--- src/rtl/fifo_pkg.sv ---
// Shared constants and helpers for the parametrised FIFO family.
package fifo_pkg;

  localparam int FIFO_STD  = 0;
  localparam int FIFO_FWFT = 1;

  function automatic int clog2(input int value);
    int r;
    r = 0;
    for (int v = value - 1; v > 0; v = v >> 1) r++;
    return r;
  endfunction

endpackage

--- src/rtl/fifo_if.sv ---
// Handshake and status bundle between a producer/consumer and fifo_param.
interface fifo_if #(
  parameter int DATA_W     = 16,
  parameter int DEPTH_LOG2 = 3
);
  logic                  clr;
  logic                  wr;
  logic [DATA_W-1:0]     din;
  logic                  rd;
  logic [DATA_W-1:0]     dout;
  logic                  valid;
  logic [DEPTH_LOG2:0]   count;
  logic                  full;
  logic                  almostfull;
  logic                  empty;
  logic                  almostempty;
  logic                  over;
  logic                  under;

  modport master (
    output clr, wr, din, rd,
    input  dout, valid, count, full, almostfull, empty, almostempty, over, under
  );

  modport slave (
    input  clr, wr, din, rd,
    output dout, valid, count, full, almostfull, empty, almostempty, over, under
  );
endinterface

--- src/rtl/fifo_ram.sv ---
// Simple dual-port storage: one write port, one registered read port.
module fifo_ram #(
  parameter int DATA_W     = 16,
  parameter int DEPTH_LOG2 = 3,
  parameter bit WR_FIRST   = 1'b0
) (
  input  logic                  clk,
  input  logic                  rst,
  input  logic                  we,
  input  logic [DEPTH_LOG2-1:0] waddr,
  input  logic [DATA_W-1:0]     wdata,
  input  logic                  re,
  input  logic [DEPTH_LOG2-1:0] raddr,
  output logic [DATA_W-1:0]     rdata
);

  logic [DATA_W-1:0] mem [2**DEPTH_LOG2];

  always_ff @(posedge clk) begin
    if (we) mem[waddr] <= wdata;
  end

  // WR_FIRST forwards same-address write data, used to present a word
  // written into an empty FIFO without waiting a second cycle.
  always_ff @(posedge clk or negedge rst) begin
    if (!rst)
      rdata <= '0;
    else if (re)
      rdata <= (WR_FIRST && we && (waddr == raddr)) ? wdata : mem[raddr];
  end

endmodule

--- src/rtl/fifo_param.sv ---
// Parametrised synchronous FIFO with occupancy count, flush and optional FWFT.
module fifo_param
  import fifo_pkg::*;
#(
  parameter int DATA_W     = 16,
  parameter int DEPTH_LOG2 = 3,
  parameter int AFULL_TH   = (1 << DEPTH_LOG2) - 1,
  parameter int AEMPTY_TH  = 1,
  parameter int FWFT       = FIFO_STD
) (
  input logic   clk,
  input logic   rst,
  fifo_if.slave bus
);

  localparam int DEPTH   = 1 << DEPTH_LOG2;
  localparam int PTR_W   = clog2(DEPTH);
  localparam int CNT_W   = DEPTH_LOG2 + 1;
  localparam bit IS_FWFT = (FWFT == FIFO_FWFT);

  logic [PTR_W-1:0]  wptr, rptr, rptr_nxt;
  logic [CNT_W-1:0]  cnt, cnt_nxt;
  logic              full, empty, wa, ra;
  logic              valid_q, over_q, under_q;
  logic [DATA_W-1:0] rdata;

  assign full  = (cnt == CNT_W'(DEPTH));
  assign empty = (cnt == '0);

  // In FWFT the head word is already on dout, so a pop needs valid data.
  assign ra = !bus.clr && bus.rd && (IS_FWFT ? valid_q : !empty);
  assign wa = !bus.clr && bus.wr && (!full || ra);

  assign rptr_nxt = rptr + PTR_W'(ra);

  always_comb begin
    cnt_nxt = cnt;
    case ({wa, ra})
      2'b10:   cnt_nxt = cnt + 1'b1;
      2'b01:   cnt_nxt = cnt - 1'b1;
      default: cnt_nxt = cnt;
    endcase
  end

  always_ff @(posedge clk or negedge rst) begin
    if (!rst) begin
      wptr    <= '0;
      rptr    <= '0;
      cnt     <= '0;
      valid_q <= 1'b0;
      over_q  <= 1'b0;
      under_q <= 1'b0;
    end else if (bus.clr) begin
      wptr    <= '0;
      rptr    <= '0;
      cnt     <= '0;
      valid_q <= 1'b0;
      over_q  <= 1'b0;
      under_q <= 1'b0;
    end else begin
      wptr    <= wptr + PTR_W'(wa);
      rptr    <= rptr_nxt;
      cnt     <= cnt_nxt;
      valid_q <= IS_FWFT ? (cnt_nxt != '0) : ra;
      over_q  <= bus.wr && !wa;
      under_q <= bus.rd && !ra;
    end
  end

  // FWFT keeps the read port tracking the next head; a write into an empty
  // FIFO collides with that address and is forwarded by the RAM.
  fifo_ram #(
    .DATA_W     (DATA_W),
    .DEPTH_LOG2 (DEPTH_LOG2),
    .WR_FIRST   (IS_FWFT)
  ) u_ram (
    .clk   (clk),
    .rst   (rst),
    .we    (wa),
    .waddr (wptr),
    .wdata (bus.din),
    .re    (IS_FWFT ? 1'b1 : ra),
    .raddr (IS_FWFT ? rptr_nxt : rptr),
    .rdata (rdata)
  );

  assign bus.dout        = rdata;
  assign bus.valid       = valid_q;
  assign bus.count       = cnt;
  assign bus.full        = full;
  assign bus.empty       = empty;
  assign bus.almostfull  = (cnt >= CNT_W'(AFULL_TH));
  assign bus.almostempty = (cnt <= CNT_W'(AEMPTY_TH));
  assign bus.over        = over_q;
  assign bus.under       = under_q;

endmodule

--- src/flat_wrapper.sv ---
// flat-port wrapper written by rule: the top's interface ports become plain ports
module fifo_param_flat import fifo_pkg::*;
#(
  parameter int DATA_W     = 16,
  parameter int DEPTH_LOG2 = 3,
  parameter int AFULL_TH   = (1 << DEPTH_LOG2) - 1,
  parameter int AEMPTY_TH  = 1,
  parameter int FWFT       = FIFO_STD
)
  (clk, rst, bus_clr, bus_wr, bus_din, bus_rd, bus_dout, bus_valid, bus_count, bus_full, bus_almostfull, bus_empty, bus_almostempty, bus_over, bus_under);
  fifo_if #(.DATA_W(DATA_W), .DEPTH_LOG2(DEPTH_LOG2)) bus_i ();
  input logic clk;
  input logic rst;
  input wire logic [$bits(bus_i.clr)-1:0] bus_clr;
  input wire logic [$bits(bus_i.wr)-1:0] bus_wr;
  input wire logic [$bits(bus_i.din)-1:0] bus_din;
  input wire logic [$bits(bus_i.rd)-1:0] bus_rd;
  output wire logic [$bits(bus_i.dout)-1:0] bus_dout;
  output wire logic [$bits(bus_i.valid)-1:0] bus_valid;
  output wire logic [$bits(bus_i.count)-1:0] bus_count;
  output wire logic [$bits(bus_i.full)-1:0] bus_full;
  output wire logic [$bits(bus_i.almostfull)-1:0] bus_almostfull;
  output wire logic [$bits(bus_i.empty)-1:0] bus_empty;
  output wire logic [$bits(bus_i.almostempty)-1:0] bus_almostempty;
  output wire logic [$bits(bus_i.over)-1:0] bus_over;
  output wire logic [$bits(bus_i.under)-1:0] bus_under;
  assign bus_i.clr = bus_clr;
  assign bus_i.wr = bus_wr;
  assign bus_i.din = bus_din;
  assign bus_i.rd = bus_rd;
  assign bus_dout = bus_i.dout;
  assign bus_valid = bus_i.valid;
  assign bus_count = bus_i.count;
  assign bus_full = bus_i.full;
  assign bus_almostfull = bus_i.almostfull;
  assign bus_empty = bus_i.empty;
  assign bus_almostempty = bus_i.almostempty;
  assign bus_over = bus_i.over;
  assign bus_under = bus_i.under;
  fifo_param #(.DATA_W(DATA_W), .DEPTH_LOG2(DEPTH_LOG2), .AFULL_TH(AFULL_TH), .AEMPTY_TH(AEMPTY_TH), .FWFT(FWFT)) u_core (.clk(clk), .rst(rst), .bus(bus_i));
endmodule
--- config.mk ---
export PLATFORM = sky130hd
export DESIGN_NAME = fifo_param_flat
export DESIGN_NICKNAME = d
export VERILOG_FILES = /design/src/rtl/fifo_pkg.sv /design/src/rtl/fifo_if.sv /design/src/rtl/fifo_ram.sv /design/src/rtl/fifo_param.sv /design/src/flat_wrapper.sv
export SDC_FILE = /design/constraint.sdc
export NUM_CORES = 1
export LEC_CHECK = 0
export ABC_AREA = 1
export BUFFER_PORTS_ARGS = -buffer_cell sky130_fd_sc_hd__clkbuf_2
export CORE_MARGIN = 5
export CORE_UTILIZATION = 50
export CTS_CLUSTER_DIAMETER = 150
export DETAILED_ROUTE_END_ITERATION = 12
export HOLD_SLACK_MARGIN = 0.02
export MAX_ROUTING_LAYER = met4
export PLACE_DENSITY = 0.69
export SKIP_CTS_REPAIR_TIMING = 1
export SYNTH_ARGS = -nofsm -noshare
export SYNTH_HDL_FRONTEND = slang
export SYNTH_SLANG_ARGS = --single-unit
export TNS_END_PERCENT = 50
--- constraint.sdc ---
create_clock -name clk -period 3.6 [get_ports clk]
set_input_delay 0.18 -clock clk [delete_from_list [all_inputs] [get_ports clk]]
set_output_delay 0.18 -clock clk [all_outputs]
set_load 0.05 [all_outputs]
==> summary.json, run 1 <==
{
  "outcome": "completed",
  "synth.top_cells.by_count": "nor2_1, edfxtp_1, o21ai_0",
  "detail_route.wirelength.met1_um": 5840,
  "multiInputGateArea_um2": 1620,
  "final_period_minus_worst_setup_slack_ps": 2100,
  "route.met3.wl_um": 1000,
  "synth_fp_nets": 568,
  "rr_worst_depth": 7,
  "worst_setup_path_end_kind": "flip-flop",
  "timing.critical_path.buf_inv": 2,
  "worst_hold_path.endpoint": "u_core.bus.under",
  "synth_area_per_inst_um2": 12.0,
  "globalRouteOverflowTotal": 0,
  "crit_type": "reg -> reg",
  "synth_most_common_cell": "nor2_1",
  "worst_path_dominant_cell_family": "flip-flops",
  "synth.top_cells.by_area": "edfxtp_1, dfrtp_1, nor2_1",
  "number_of_warnings_reported_in_the_yosys_synthesis_log": 0,
  "synth_area_leader_cell": "edfxtp_1",
  "max_freq_mhz": 476,
  "stdcell_count": 777,
  "critical_path_required_ps": 3700,
  "holdCritStartpoint": "bus_rd",
  "worst_hold_path.num_cells": 3,
  "numCtsBuffers": 17,
  "transition_time_at_the_pin_with_the_least_slew_margin_ps": 899,
  "layout.area.seq_um2": 4570,
  "route.detailed.wl_per_inst_um": 17.4,
  "drc": 0,
  "die_height_um": 124,
  "vias_per_cell": 5.34,
  "cellPowerDensity_nw_per_um2": 665,
  "crit_path_max_fanout": 16,
  "via_count": 4153,
  "detailed_router_iteration_count_before_antenna_repair": 5,
  "core_um2": 12700,
  "synth.yosys.seq_area_share_pct": 70.7,
  "syn-cell-area_um2": 6460,
  "ys_dominant_reg_cell": "edfxtp_1",
  "crit_path_start_kind": "flip-flop",
  "worst_r2r_endpoint": "u_core.u_ram.mem[7][9]",
  "initial_core_util_pct": 51.0,
  "path_clk_slew_ps": 60,
  "post_route_cells_drive_above_1_share_pct": 16.4,
  "n_antenna_cell": 0,
  "rows": 41,
  "worst_clock_skew_ps": 7.60,
  "first_global_vias": 4050,
  "reg2reg_slack_ps": 1500,
  "rsz0062_at_grt": "false",
  "grt_max_degree": 66,
  "critical-path-slowest-cell": "dfrtp_1",
  "timing_hold_violations_final": 0,
  "arrival_ps": 2200,
  "syn2layout_area_growth_pct": 14.3,
  "clk-insertion-delay-late_ps": 420,
  "grt_pass1_wl_um": 20900,
  "critPathMaxStageDelay_ps": 460,
  "cts_tree": "done",
  "clockBufferDepth": 2,
  "max_cap_violations": 0,
  "h-tree-depth": 4,
  "grt_antenna_before_repair": 0,
  "postSynthCellCount": 540,
  "path_cells": "inv_1, ha_1, nand3_2, o21a_1, nand2_1, nor2_1, buf_4",
  "fp.dieW_um": 124,
  "fp.dieArea_um2": 15300,
  "nFillCells": 1058,
  "setup_viol_count_final": 0,
  "yosys_register_bits": 157,
  "number_of_design_rule_violations_left_by_the_first_detailed_router_iteration": 336,
  "timing.slew.headroom_pct": 40.0,
  "globalplace.congestion": 0.819,
  "post-dp-hpwl_um": 8650,
  "leakage_uw": 0.00286,
  "crit-reg2reg-launch": "u_core.bus.count[0]",
  "hold_path_class": "in -> reg",
  "maxSlewViolCount": 0,
  "boundaryPins": 48,
  "post-synth-top-area-fraction_pct": 59.5,
  "clkSinkCount": 157,
  "synth-async-reset-ratio_pct": 18.5,
  "nets": 620,
  "dp.cells": 744,
  "io_buffers": 47,
  "timing.setup.tns_ps": 0,
  "wl_met2_um": 6460,
  "detail_route.wirelength_um": 13600,
  "layout_worst_path_cycle_share_pct": 58.3,
  "route.antenna.remaining_nets": 0,
  "highest-signal-layer": "met4",
  "synth.lib_cells_used.distinct": 29,
  "vdd_ir_drop_max_uv": 376,
  "track_usage_pct": 19.5,
  "synth_enable_flop_cells": 128,
  "clock_tree.root_cell": "clkbuf_16"
}
-- routing by layer --
metal | track usage [%] | vias to the layer above
met5 | - | -
li1 | - | 1985
met1 | 25.1 | 2014
met4 | 7.13 | 0
met3 | 4.59 | 24
met2 | 30.4 | 130
-- state kept, by name (all words and copies together), names as in the netlist --
| name | flops |
|---|---|
| u_core.bus.count | 4 |
| u_core.bus.over | 1 |
| u_core.bus.under | 1 |
| u_core.bus.valid | 1 |
| u_core.rptr | 3 |
| u_core.u_ram.mem | 128 |
| u_core.u_ram.rdata | 16 |
| u_core.wptr | 3 |
-- cell families (layout without fill, tap and decap cells) --
kind of cell               Yosys count  after routing  synth area share (%)
and+or+nand+nor                    239            239                  16.2
DFF                                157            157                  70.7
AOI/OAI and AO/OA                   85             85                  7.24
buffers and inverters               50            115                  4.28
adders and majority gates            7              7                  1.35
xor gates and xnor gates             2              2                 0.271
-- worst reg2reg max path, cell delays in order, from the launching register on --
cell and delay (ps):
dfrtp_1 460, inv_1 120, ha_1 280, nand3_2 140, o21a_1 230, nand2_1 150, nor2_1 120, buf_4 270
-- worst max path at each step --
stage                                   end  cells after the start                start  slack, ps
detailed placement   u_core.u_ram.mem[7][4]                      7  u_core.bus.count[0]       1500
finish               u_core.u_ram.mem[7][9]                      7  u_core.bus.count[0]       1500
floorplan            u_core.u_ram.mem[0][0]                      6  u_core.bus.count[0]        940
global placement     u_core.u_ram.mem[3][7]                      7  u_core.bus.count[0]       1640
CTS                  u_core.u_ram.mem[1][8]                      7  u_core.bus.count[0]       1490
global route        u_core.u_ram.mem[1][13]                      7  u_core.bus.count[0]       1390
-- final cells by class --
class                   count  area share [%]
clock buffers              19            5.86
clock inverters            13            1.69
inverters                  24            1.32
multi-input cells         333            21.9
flip-flops and latches    157            61.9
well taps                 172            2.91
repair buffers             59            4.44
-- power by group --
part	switching (µW)	internal, µW
combinational	815	231
sequential	83.4	2090
clock	681	1010
total	1580	3330
-- placed cells by master, fill, tap and decap left out, drive strengths merged --
| master | instances |
|---|---|
| a21oi | 2 |
| buf | 11 |
| bufinv | 2 |
| clkbuf | 66 |
| clkinv | 7 |
| clkinvlp | 4 |
| dfrtp | 29 |
| dlygate4sd3 | 1 |
| edfxtp | 128 |
| ha | 7 |
| inv | 24 |
| nand2 | 57 |
| nand3 | 45 |
| nand4 | 3 |
| nor2 | 132 |
| nor3 | 2 |
| o211ai | 16 |
| o21a | 1 |
| o21ai | 66 |
| xnor2 | 1 |
| xor2 | 1 |
-- metrics by stage --
step | hold slack [ps] | power [µW] | setup slack, ps | util [%] | area (µm²)
3_3_place_gp | 301 | 3240 | 1640 | 53.8 | 6820
5_1_grt | 51.8 | 5120 | 1390 | 58.3 | 7390
3_5_place_dp | 317 | 3270 | 1500 | 53.8 | 6820
4_1_cts | -135 | 4940 | 1490 | 58.2 | 7380
2_1_floorplan | -116 | 3010 | 945 | - | 6460
6_report | 56.8 | 4910 | 1500 | 58.3 | 7390
No activity file was read; power rests on OpenSTA's default activity.
==> inputs of run 2 (changes only) <==
PLACE_DENSITY = 0.72   (was 0.69)
clock period = 1.9 ns   (was 3.6 ns; I/O delays follow)
==> run 2 against run 1 <==
  * Critical path depth decreased by 1
  * Register-to-register slack got worse by 1400 ps
  * Combinational power up 100%
  * Count of clock-buffer cells in the layout fell by 1
  * Critical path type unchanged
  * Sequential share of layout area fell by 3.2 points
  * Global-route usage increased by 0.71 points
==> summary.json, run 2 (synthesis results as in run 1) <==
{
  "clk-insertion-delay-late_ps": 430,
  "post_route_cells_drive_above_1_share_pct": 20.0,
  "syn2layout_area_growth_pct": 20.7,
  "regMostFlops": "u_core.u_ram.mem",
  "timing.setup.tns_ps": 0,
  "vias_per_cell": 5.40,
  "leakage_uw": 0.00302,
  "most-common-layout-cells": "edfxtp_1, nor2_1, o21ai_0, nand2_1, clkbuf_2",
  "crit_type": "reg -> reg",
  "layout_worst_path_cycle_share_pct": 97.2,
  "grt_antenna_before_repair": 0,
  "timing.slew.headroom_pct": 45.2,
  "layout_setup_ws_ps": 52.8,
  "worst_r2r_endpoint": "u_core.u_ram.mem[4][9]",
  "vdd_ir_drop_max_uv": 875,
  "numCtsBuffers": 17,
  "outcome": "completed",
  "post-dp-hpwl_um": 8280,
  "route.detailed.wl_per_inst_um": 17.5,
  "number_of_design_rule_violations_left_by_the_first_detailed_router_iteration": 412,
  "h-tree-depth": 4,
  "grt_pass1_wl_um": 22300,
  "clock_tree.root_cell": "clkbuf_16",
  "crit_path_max_fanout": 16,
  "nets": 645,
  "fp.dieW_um": 124,
  "mostFrequentLayoutCell": "edfxtp_1",
  "detail_route.wirelength_um": 14000,
  "hold_path_class": "in -> reg",
  "drc": 0,
  "final_period_minus_worst_setup_slack_ps": 1850,
  "transition_time_at_the_pin_with_the_least_slew_margin_ps": 823,
  "n_antenna_cell": 0,
  "max_freq_mhz": 541,
  "critical_path_required_ps": 1950,
  "arrival_ps": 1900,
  "worst_clock_skew_ps": 11.0,
  "die_height_um": 124,
  "crit-reg2reg-launch": "u_core.bus.count[1]",
  "max_cap_violations": 0,
  "track_usage_pct": 20.2,
  "setup_viol_count_final": 0,
  "globalRouteOverflowTotal": 0,
  "crit_path_start": "u_core.bus.count[1]",
  "maxSlewViolCount": 0,
  "crit_path_start_kind": "flip-flop",
  "power_after_layout_uw": 9690,
  "post-place-ws_ps": 48.2,
  "timing_hold_violations_final": 0,
  "cellPowerDensity_nw_per_um2": 1240,
  "rsz0062_at_grt": "true",
  "reg2reg_slack_ps": 50,
  "clkSinkCount": 157,
  "fp.dieArea_um2": 15300,
  "via_count": 4333,
  "cts_tree": "done",
  "route.antenna.remaining_nets": 0,
  "grt_max_degree": 49,
  "core_um2": 12700,
  "path_clk_slew_ps": 60,
  "largest_register_ffs": 128,
  "first_global_vias": 4267,
  "rows": 41,
  "critical_path_endpoint": "u_core.u_ram.mem[4][9]",
  "clockBufferDepth": 2,
  "globalplace.congestion": 0.843,
  "boundaryPins": 48,
  "worst_setup_path_end_kind": "flip-flop",
  "detailed_router_iteration_count_before_antenna_repair": 5,
  "rr_worst_depth": 6,
  "io_buffers": 47,
  "holdCritStartpoint": "bus_din[10]",
  "initial_core_util_pct": 51.0
}
-- run 2: power breakdown --
part / switching [µW] / internal (µW)
registers: 138 / 3970
logic: 1590 / 530
clock network: 1290 / 2170
total: 3020 / 6670
-- run 2: layout make-up --
cell class,count,area [µm²]
multi-input cells,333,1710
repair buffers,84,596
well taps,172,215
fillers,960,4870
inverters,24,97.6
clock inverters,14,175
clock buffers,18,429
flip-flops and latches,157,4570
-- run 2: metal layers --
layer	wire (µm)	track usage [%]	share of wire, %
met1	5940	26.5	42
met5	0	-	0
met4	376	8.17	2.7
met3	972	4.81	6.9
met2	6740	30.6	48
-- run 2: per-stage QoR --
stage               util, %  instances  instance area (µm²)  hold slack, ps
finish                 61.6        802                 7800            8.92
global route           61.6        802                 7800            43.4
CTS                    59.8        782                 7580            -213
detailed placement     55.1        750                 6980             234
global placement       55.1        750                 6980             219
floorplan                 -        540                 6570            -201
-- run 2: worst min-delay path by stage --
stage	end	depth (start not counted)
after detailed placement	u_core.bus.under	1
after global placement	u_core.u_ram.rdata[2]	1
after CTS	u_core.bus.count[3]	1
after floorplan	u_core.bus.count[0]	0
final	u_core.u_ram.mem[2][10]	1
after global routing	u_core.u_ram.mem[6][10]	1
-- run 2: worst max-delay path, stage by stage (launching register included) --
cell and delay [ps]:
dfrtp_2 370, inv_2 70, ha_4 180, nand3_2 90
o21a_4 180, nand2_4 110, nor2_4 490
